==> src/rtl/fetch_pkg.sv <==
// Shared definitions for the instruction fetch sequencer.
//   npc_op_t      : next-PC operation encoding used by the core's redirect path
//   fetch_state_t : fetch FSM state encoding
//   RESET_PC_DEFAULT : PC loaded on reset unless the top is overridden
package fetch_pkg;

  typedef enum logic [1:0] {
    NPC_PC4  = 2'b00,
    NPC_JALR = 2'b01,
    NPC_BR   = 2'b10
  } npc_op_t;

  typedef enum logic [1:0] {
    IDLE = 2'b00,
    REQ  = 2'b01,
    WAIT = 2'b10,
    HOLD = 2'b11
  } fetch_state_t;

  localparam logic [31:0] RESET_PC_DEFAULT = 32'h0000_0000;

endpackage

==> src/rtl/npc_target.sv <==
// Redirect target calculation (purely combinational).
// Ports:
//   op_i          : next-PC op (00 pc+4, 01 jalr, 10 branch/jal)
//   br_pc_i       : PC of the redirecting instruction
//   rd1_i         : jalr base register value
//   imm_i         : sign-extended immediate
//   target_o      : redirect target address
//   redir_o       : op actually changes control flow (jalr or branch/jal)
//   misaligned_o  : target bit1 set, i.e. not 4-byte aligned
module npc_target
  import fetch_pkg::*;
#(
  parameter int XLEN = 32
) (
  input  logic [1:0]      op_i,
  input  logic [XLEN-1:0] br_pc_i,
  input  logic [XLEN-1:0] rd1_i,
  input  logic [XLEN-1:0] imm_i,
  output logic [XLEN-1:0] target_o,
  output logic            redir_o,
  output logic            misaligned_o
);

  logic [XLEN-1:0] jalr_sum;
  logic [XLEN-1:0] br_sum;

  // Both sums wrap at XLEN bits; overflow is architecturally irrelevant here.
  assign jalr_sum = rd1_i + imm_i;
  assign br_sum   = br_pc_i + imm_i;

  always_comb begin
    target_o = '0;
    redir_o  = 1'b0;
    case (op_i)
      NPC_JALR: begin
        target_o = jalr_sum & ~XLEN'(1);
        redir_o  = 1'b1;
      end
      NPC_BR: begin
        target_o = br_sum;
        redir_o  = 1'b1;
      end
      default: begin
        target_o = '0;
        redir_o  = 1'b0;
      end
    endcase
  end

  assign misaligned_o = target_o[1];

endmodule

==> src/rtl/fetch_seq_ctrl.sv <==
// Instruction fetch sequencer: owns the PC, issues one outstanding request
// at a time to instruction memory, buffers the returned word for decode and
// applies control-flow redirects, discarding stale in-flight responses.
//
// State | meaning
// ------+-------------------------------------------------------------
// IDLE  | one cycle after reset release, no request
// REQ   | imem_req high at pc, waiting for grant
// WAIT  | request granted, waiting for rvalid (dropped if drop_q set)
// HOLD  | output buffer valid, waiting for decode to accept it
//
// Ports:
//   clk_i, rst_i             : clock, synchronous active-high reset
//   redirect_valid_i/op_i    : redirect request and next-PC op
//   br_pc_i, rd1_i, imm_i    : redirect target operands
//   imem_req_o, imem_addr_o  : fetch request and address
//   imem_gnt_i               : request accepted
//   imem_rvalid_i/rdata_i    : response valid and instruction word
//   inst_valid_o, inst_o     : output buffer valid and instruction
//   inst_pc_o, inst_pc4_o    : PC of buffered instruction and PC+4
//   id_ready_i               : decode consumes the buffer
//   misalign_err_o           : one-cycle pulse for a misaligned redirect target
module fetch_seq_ctrl
  import fetch_pkg::*;
#(
  parameter logic [31:0] RESET_PC = RESET_PC_DEFAULT,
  parameter int          XLEN     = 32
) (
  input  logic            clk_i,
  input  logic            rst_i,
  input  logic            redirect_valid_i,
  input  logic [1:0]      redirect_op_i,
  input  logic [XLEN-1:0] br_pc_i,
  input  logic [XLEN-1:0] rd1_i,
  input  logic [XLEN-1:0] imm_i,
  output logic            imem_req_o,
  output logic [XLEN-1:0] imem_addr_o,
  input  logic            imem_gnt_i,
  input  logic            imem_rvalid_i,
  input  logic [XLEN-1:0] imem_rdata_i,
  output logic            inst_valid_o,
  output logic [XLEN-1:0] inst_o,
  output logic [XLEN-1:0] inst_pc_o,
  output logic [XLEN-1:0] inst_pc4_o,
  input  logic            id_ready_i,
  output logic            misalign_err_o
);

  fetch_state_t    state_q, state_d;
  logic [XLEN-1:0] pc_q, pc_d;
  logic            drop_q, drop_d;
  logic            inst_valid_q, inst_valid_d;
  logic [XLEN-1:0] inst_q, inst_d;
  logic [XLEN-1:0] inst_pc_q, inst_pc_d;
  logic [XLEN-1:0] inst_pc4_q, inst_pc4_d;
  logic            misalign_q, misalign_d;

  logic [XLEN-1:0] tgt;
  logic            tgt_redir;
  logic            tgt_misaligned;
  logic            redir_act;
  logic            redir_take;
  logic [XLEN-1:0] pc_plus4;

  npc_target #(
    .XLEN (XLEN)
  ) u_npc_target (
    .op_i         (redirect_op_i),
    .br_pc_i      (br_pc_i),
    .rd1_i        (rd1_i),
    .imm_i        (imm_i),
    .target_o     (tgt),
    .redir_o      (tgt_redir),
    .misaligned_o (tgt_misaligned)
  );

  assign redir_act  = redirect_valid_i & tgt_redir;
  assign redir_take = redir_act & ~tgt_misaligned;
  assign pc_plus4   = pc_q + XLEN'(4);

  always_comb begin
    state_d      = state_q;
    pc_d         = pc_q;
    drop_d       = drop_q;
    inst_valid_d = inst_valid_q;
    inst_d       = inst_q;
    inst_pc_d    = inst_pc_q;
    inst_pc4_d   = inst_pc4_q;
    misalign_d   = redir_act & tgt_misaligned;

    case (state_q)
      IDLE: state_d = REQ;
      REQ: begin
        if (imem_gnt_i) state_d = WAIT;
      end
      WAIT: begin
        if (imem_rvalid_i) begin
          if (drop_q) begin
            drop_d  = 1'b0;
            state_d = REQ;
          end else begin
            inst_d       = imem_rdata_i;
            inst_pc_d    = pc_q;
            inst_pc4_d   = pc_plus4;
            inst_valid_d = 1'b1;
            pc_d         = pc_plus4;
            state_d      = HOLD;
          end
        end
      end
      HOLD: begin
        if (id_ready_i) begin
          inst_valid_d = 1'b0;
          state_d      = REQ;
        end
      end
      default: state_d = IDLE;
    endcase

    // A taken redirect overrides everything above; buffer contents stay
    // as they were, only the valid flag is cleared.
    if (redir_take) begin
      pc_d         = tgt;
      inst_valid_d = 1'b0;
      inst_d       = inst_q;
      inst_pc_d    = inst_pc_q;
      inst_pc4_d   = inst_pc4_q;
      drop_d       = 1'b0;
      case (state_q)
        REQ: begin
          // A grant this cycle was for the old pc; its response must die.
          if (imem_gnt_i) begin
            state_d = WAIT;
            drop_d  = 1'b1;
          end else begin
            state_d = REQ;
          end
        end
        WAIT: begin
          if (imem_rvalid_i) begin
            state_d = REQ;
          end else begin
            state_d = WAIT;
            drop_d  = 1'b1;
          end
        end
        default: state_d = REQ;
      endcase
    end
  end

  always_ff @(posedge clk_i) begin
    if (rst_i) begin
      state_q      <= IDLE;
      pc_q         <= RESET_PC;
      drop_q       <= 1'b0;
      inst_valid_q <= 1'b0;
      inst_q       <= '0;
      inst_pc_q    <= '0;
      inst_pc4_q   <= '0;
      misalign_q   <= 1'b0;
    end else begin
      state_q      <= state_d;
      pc_q         <= pc_d;
      drop_q       <= drop_d;
      inst_valid_q <= inst_valid_d;
      inst_q       <= inst_d;
      inst_pc_q    <= inst_pc_d;
      inst_pc4_q   <= inst_pc4_d;
      misalign_q   <= misalign_d;
    end
  end

  assign imem_req_o     = (state_q == REQ);
  assign imem_addr_o    = pc_q;
  assign inst_valid_o   = inst_valid_q;
  assign inst_o         = inst_q;
  assign inst_pc_o      = inst_pc_q;
  assign inst_pc4_o     = inst_pc4_q;
  assign misalign_err_o = misalign_q;

endmodule

==> config.mk <==
export PLATFORM = sky130hd
export DESIGN_NAME = fetch_seq_ctrl
export DESIGN_NICKNAME = d
export VERILOG_FILES = /design/src/rtl/fetch_pkg.sv /design/src/rtl/npc_target.sv /design/src/rtl/fetch_seq_ctrl.sv
export SDC_FILE = /design/constraint.sdc
export NUM_CORES = 1
export LEC_CHECK = 0
export CAP_MARGIN = 5
export CORE_MARGIN = 2
export CORE_UTILIZATION = 45
export CTS_BUF_LIST = sky130_fd_sc_hd__clkbuf_2
export DETAILED_ROUTE_END_ITERATION = 7
export PLACE_DENSITY = 0.84
export REMOVE_ABC_BUFFERS = 1
export SYNTH_ARGS = -nofsm -noshare
export SYNTH_HDL_FRONTEND = slang
export SYNTH_SLANG_ARGS = --single-unit
==> constraint.sdc <==
create_clock -name clk_i -period 3.55 [get_ports clk_i]
set_input_delay 0.5325 -clock clk_i [delete_from_list [all_inputs] [get_ports clk_i]]
set_output_delay 0.5325 -clock clk_i [all_outputs]
set_load 0.005 [all_outputs]
==> results of run 1 <==
-- critical path, cell delays in order --
cell,delay (ns)
clkdlybuf4s50_1,0.48
ha_1,0.20
inv_1,0.07
fa_1,0.41
nand2b_1,0.18
a21oi_1,0.23
o21ai_0,0.17
o311ai_0,0.43
a21oi_1,0.16
buf_4,0.16
xnor2_1,0.12
a221oi_1,0.43
a311oi_1,0.10
-- power groups by stage --
stage	registers (W)	clock network [W]	logic [W]
floorplan	0.00163	0	0.000712
global route	0.00163	0.000976	0.00141
CTS	0.00161	0.000917	0.00128
global placement	0.00164	0	0.00126
detailed placement	0.00164	0	0.00127
finish	0.00161	0.000888	0.00129
-- registers in the layout (all words and copies together) (netlist names) --
signal / count
state_q: 2
imem_addr_o: 32
drop_q: 1
misalign_err_o: 1
inst_pc_o: 32
inst_o: 32
inst_valid_o: 1
inst_pc4_o: 30
-- per-stage QoR --
| stage | total power, W | instance area [um^2] | setup slack [ns] | setup TNS, ns | hold WS, ns |
|---|---|---|---|---|---|
| after global routing | 0.004007 | 12360 | 0.3542 | 0 | 0.2610 |
| after CTS | 0.003807 | 12360 | 0.5657 | 0 | 0.2880 |
| after floorplan | 0.002346 | 8802 | -2.585 | -228.82 | 0.4467 |
| after global placement | 0.002899 | 12130 | -0.2042 | -0.9708 | 0.4408 |
| after detailed placement | 0.002912 | 12130 | -0.2137 | -2.970 | 0.4453 |
| final | 0.003791 | 12360 | 0.4394 | 0 | 0.3650 |
-- routing by layer --
| layer | vias up | share of wire (%) | global-route usage (%) |
|---|---|---|---|
| met3 | 55 | 5.5 | 3.656 |
| li1 | 4753 | - | - |
| met2 | 366 | 47 | 42.10 |
| met4 | 0 | 2.7 | 8.592 |
| met1 | 4378 | 45 | 34.31 |
| met5 | - | 0 | 0 |
-- logic make-up (layout without fill, tap and decap cells) --
kind of cell,after synthesis,after routing
other cells,0,1
buf+inv,104,361
fa+ha+maj,70,70
compound gates,359,359
flops,131,131
simple gates,420,420
xor+xnor,106,106
mux,3,3
-- final timing paths --
check / from / end / cells past startpoint
max: imm_i[0] / imem_addr_o[16]$_SDFFE_PP0P_ / 13
min: imem_rdata_i[30] / inst_o[30]$_SDFFE_PP0P_ / 3
max reg2reg: state_q[0]$_SDFFE_PP0P_ / inst_pc4_o[4]$_SDFFE_PP0P_ / 8
min reg2reg: inst_pc_o[18]$_SDFFE_PP0P_ / inst_pc_o[18]$_SDFFE_PP0P_ / 2
-- cells in the mapped netlist (all sizes together), types with 8 or more instances --
cell type,number
o21a,10
o21ai,38
or2,8
xor2,49
nor2b,10
nand4,15
a21o,23
nor3,17
and3,10
ha,68
buf,12
xnor2,57
nand2,211
a221oi,25
inv,26
a311oi,8
a21oi,145
dfxtp,131
a211oi,50
o21bai,11
clkbuf,66
nand3,29
nor2,89
-- final cells by class --
class / count / area [um^2]
Timing Repair Buffer: 303 / 2975
Clock inverter: 13 / 136.4
Inverter: 26 / 97.59
Sequential cell: 131 / 2623
Fill cell: 1833 / 7680
Tap cell: 270 / 337.8
Antenna cell: 1 / 2.502
Multi-Input combinational cell: 958 / 6092
Clock buffer: 19 / 95.09
==> out/metrics.cfg, run 1 <==
[logic_synthesis]
synth_compound_area_share_pct=25.49
synth_top_family_by_area=compound AO/OA/AOI/OAI gates
synth_edf_count=0
ys_seq_area_share_pct=28.73
yosys-mux-area-fraction_pct=0.3289
synth_xor_area_share_pct=10.17
yosys_warnings=0
synthDistinctLibCells=71
ys.flop_type=dfxtp_1
synth_fa_ha_area_share_pct=9.759
yosys.area.top_type=dfxtp_1
synth-simple-area-share_pct=20.87
syn_area_um2=9129
synth-seq-cells=131
syn_avg_cell_area_um2=7.652
synthCells=1193
synthTopCellsByArea=dfxtp_1 29%, ha_1 9.3%, nand2_1 8.6%
async_reset_ff_share_pct=0
synth_top_area_share_pct=28.73

[pwr]
power_density_nw_per_um2=306.7
p_int_w=0.002493
pwr-share-seq_pct=42.6
clkPwrFrac_pct=23.4
irDropWorstVdd_mv=0.1677
leakagePower_nw=4.519
switchingPower_w=0.001298
swShare_pct=34.24
combPwrFrac_pct=34.0

[floorplan]
core_um2=20040
dieArea_um2=21440
initial_core_util_pct=45.55
die_w_um=146.4
fp.dieH_um=146.4
num_io_pins=267
fp-row-count=52

[timing]
slew_violations=0
fin_crit_ns=3.111
worst_pin_slew_ns=1.114
fmax_mhz=321.5
relSlewSlack_pct=25.54
rsz0062_at_grt=no
post-route-period-util_pct=87.62
setup_violations=0
fin_skew_ns=0.02630
hold_violations=0

[routing]
drt_wl_total_um=27990
drt_pass1_iterations=8
drc=0
dr_total_vias=9552
drtAntennaViolNets=0
post_drt_wl_per_cell_um=16.26
drt_iter0_markers=714
routed_via_density=5.550

[status]
status=finished clean

[cells_and_area]
final_net_count=1643
fin_util_pct=61.68
drive_gt1_share_pct=6.276
stdcell_count=1721
final_common_cell=clkdlybuf4s50_1
syn_to_final_growth_pct=35.39
final_cell_mix=265 x clkdlybuf4s50_1, 209 x nand2_1, 144 x a21oi_1

[cts]
post_cts_buffers=0
hold_buffers=0
cts.clk_slew.worst_paths_ns=0.20
clock_path_buffers=2
cts_tree=done
clk_latency_ns=0.69
ctsHtreeMaxLevel=4
cts_root_buf=clkbuf_2
cts_resized=0
numCtsBuffers=17
cts_sinks=131

[critical_path]
arrival_ns=3.68
critPathCaptureType=register
path_max_fanout=2
critPathKind=in -> reg
r2r_slack_ns=0.85
cp-start-kind=input pin
required_ns=4.12

[global_route]
grt_max_degree=68
antenna_found_initial=1
grt_pass1_wl_um=45130
grt.total_usage_pct=25.49
grt_pass1_vias=8899
grt_overflow=0

[worst_hold_path]
hold_class=in -> reg

[placed_design]
placed_cells=1688
dpl.hpwl_um=21840
place_congestion=0.9594
portBuffers=266

[run]
maxCapViolCount=0

No activity file was read; power rests on OpenSTA's default activity.
==> run 2, diff against run 1 <==
Settings changed: CTS_CLUSTER_SIZE from default to 14, TNS_END_PERCENT from default to 50.
==> results of run 2 <==
No change in the layout: final DEF, timing and power equal those of run 1.
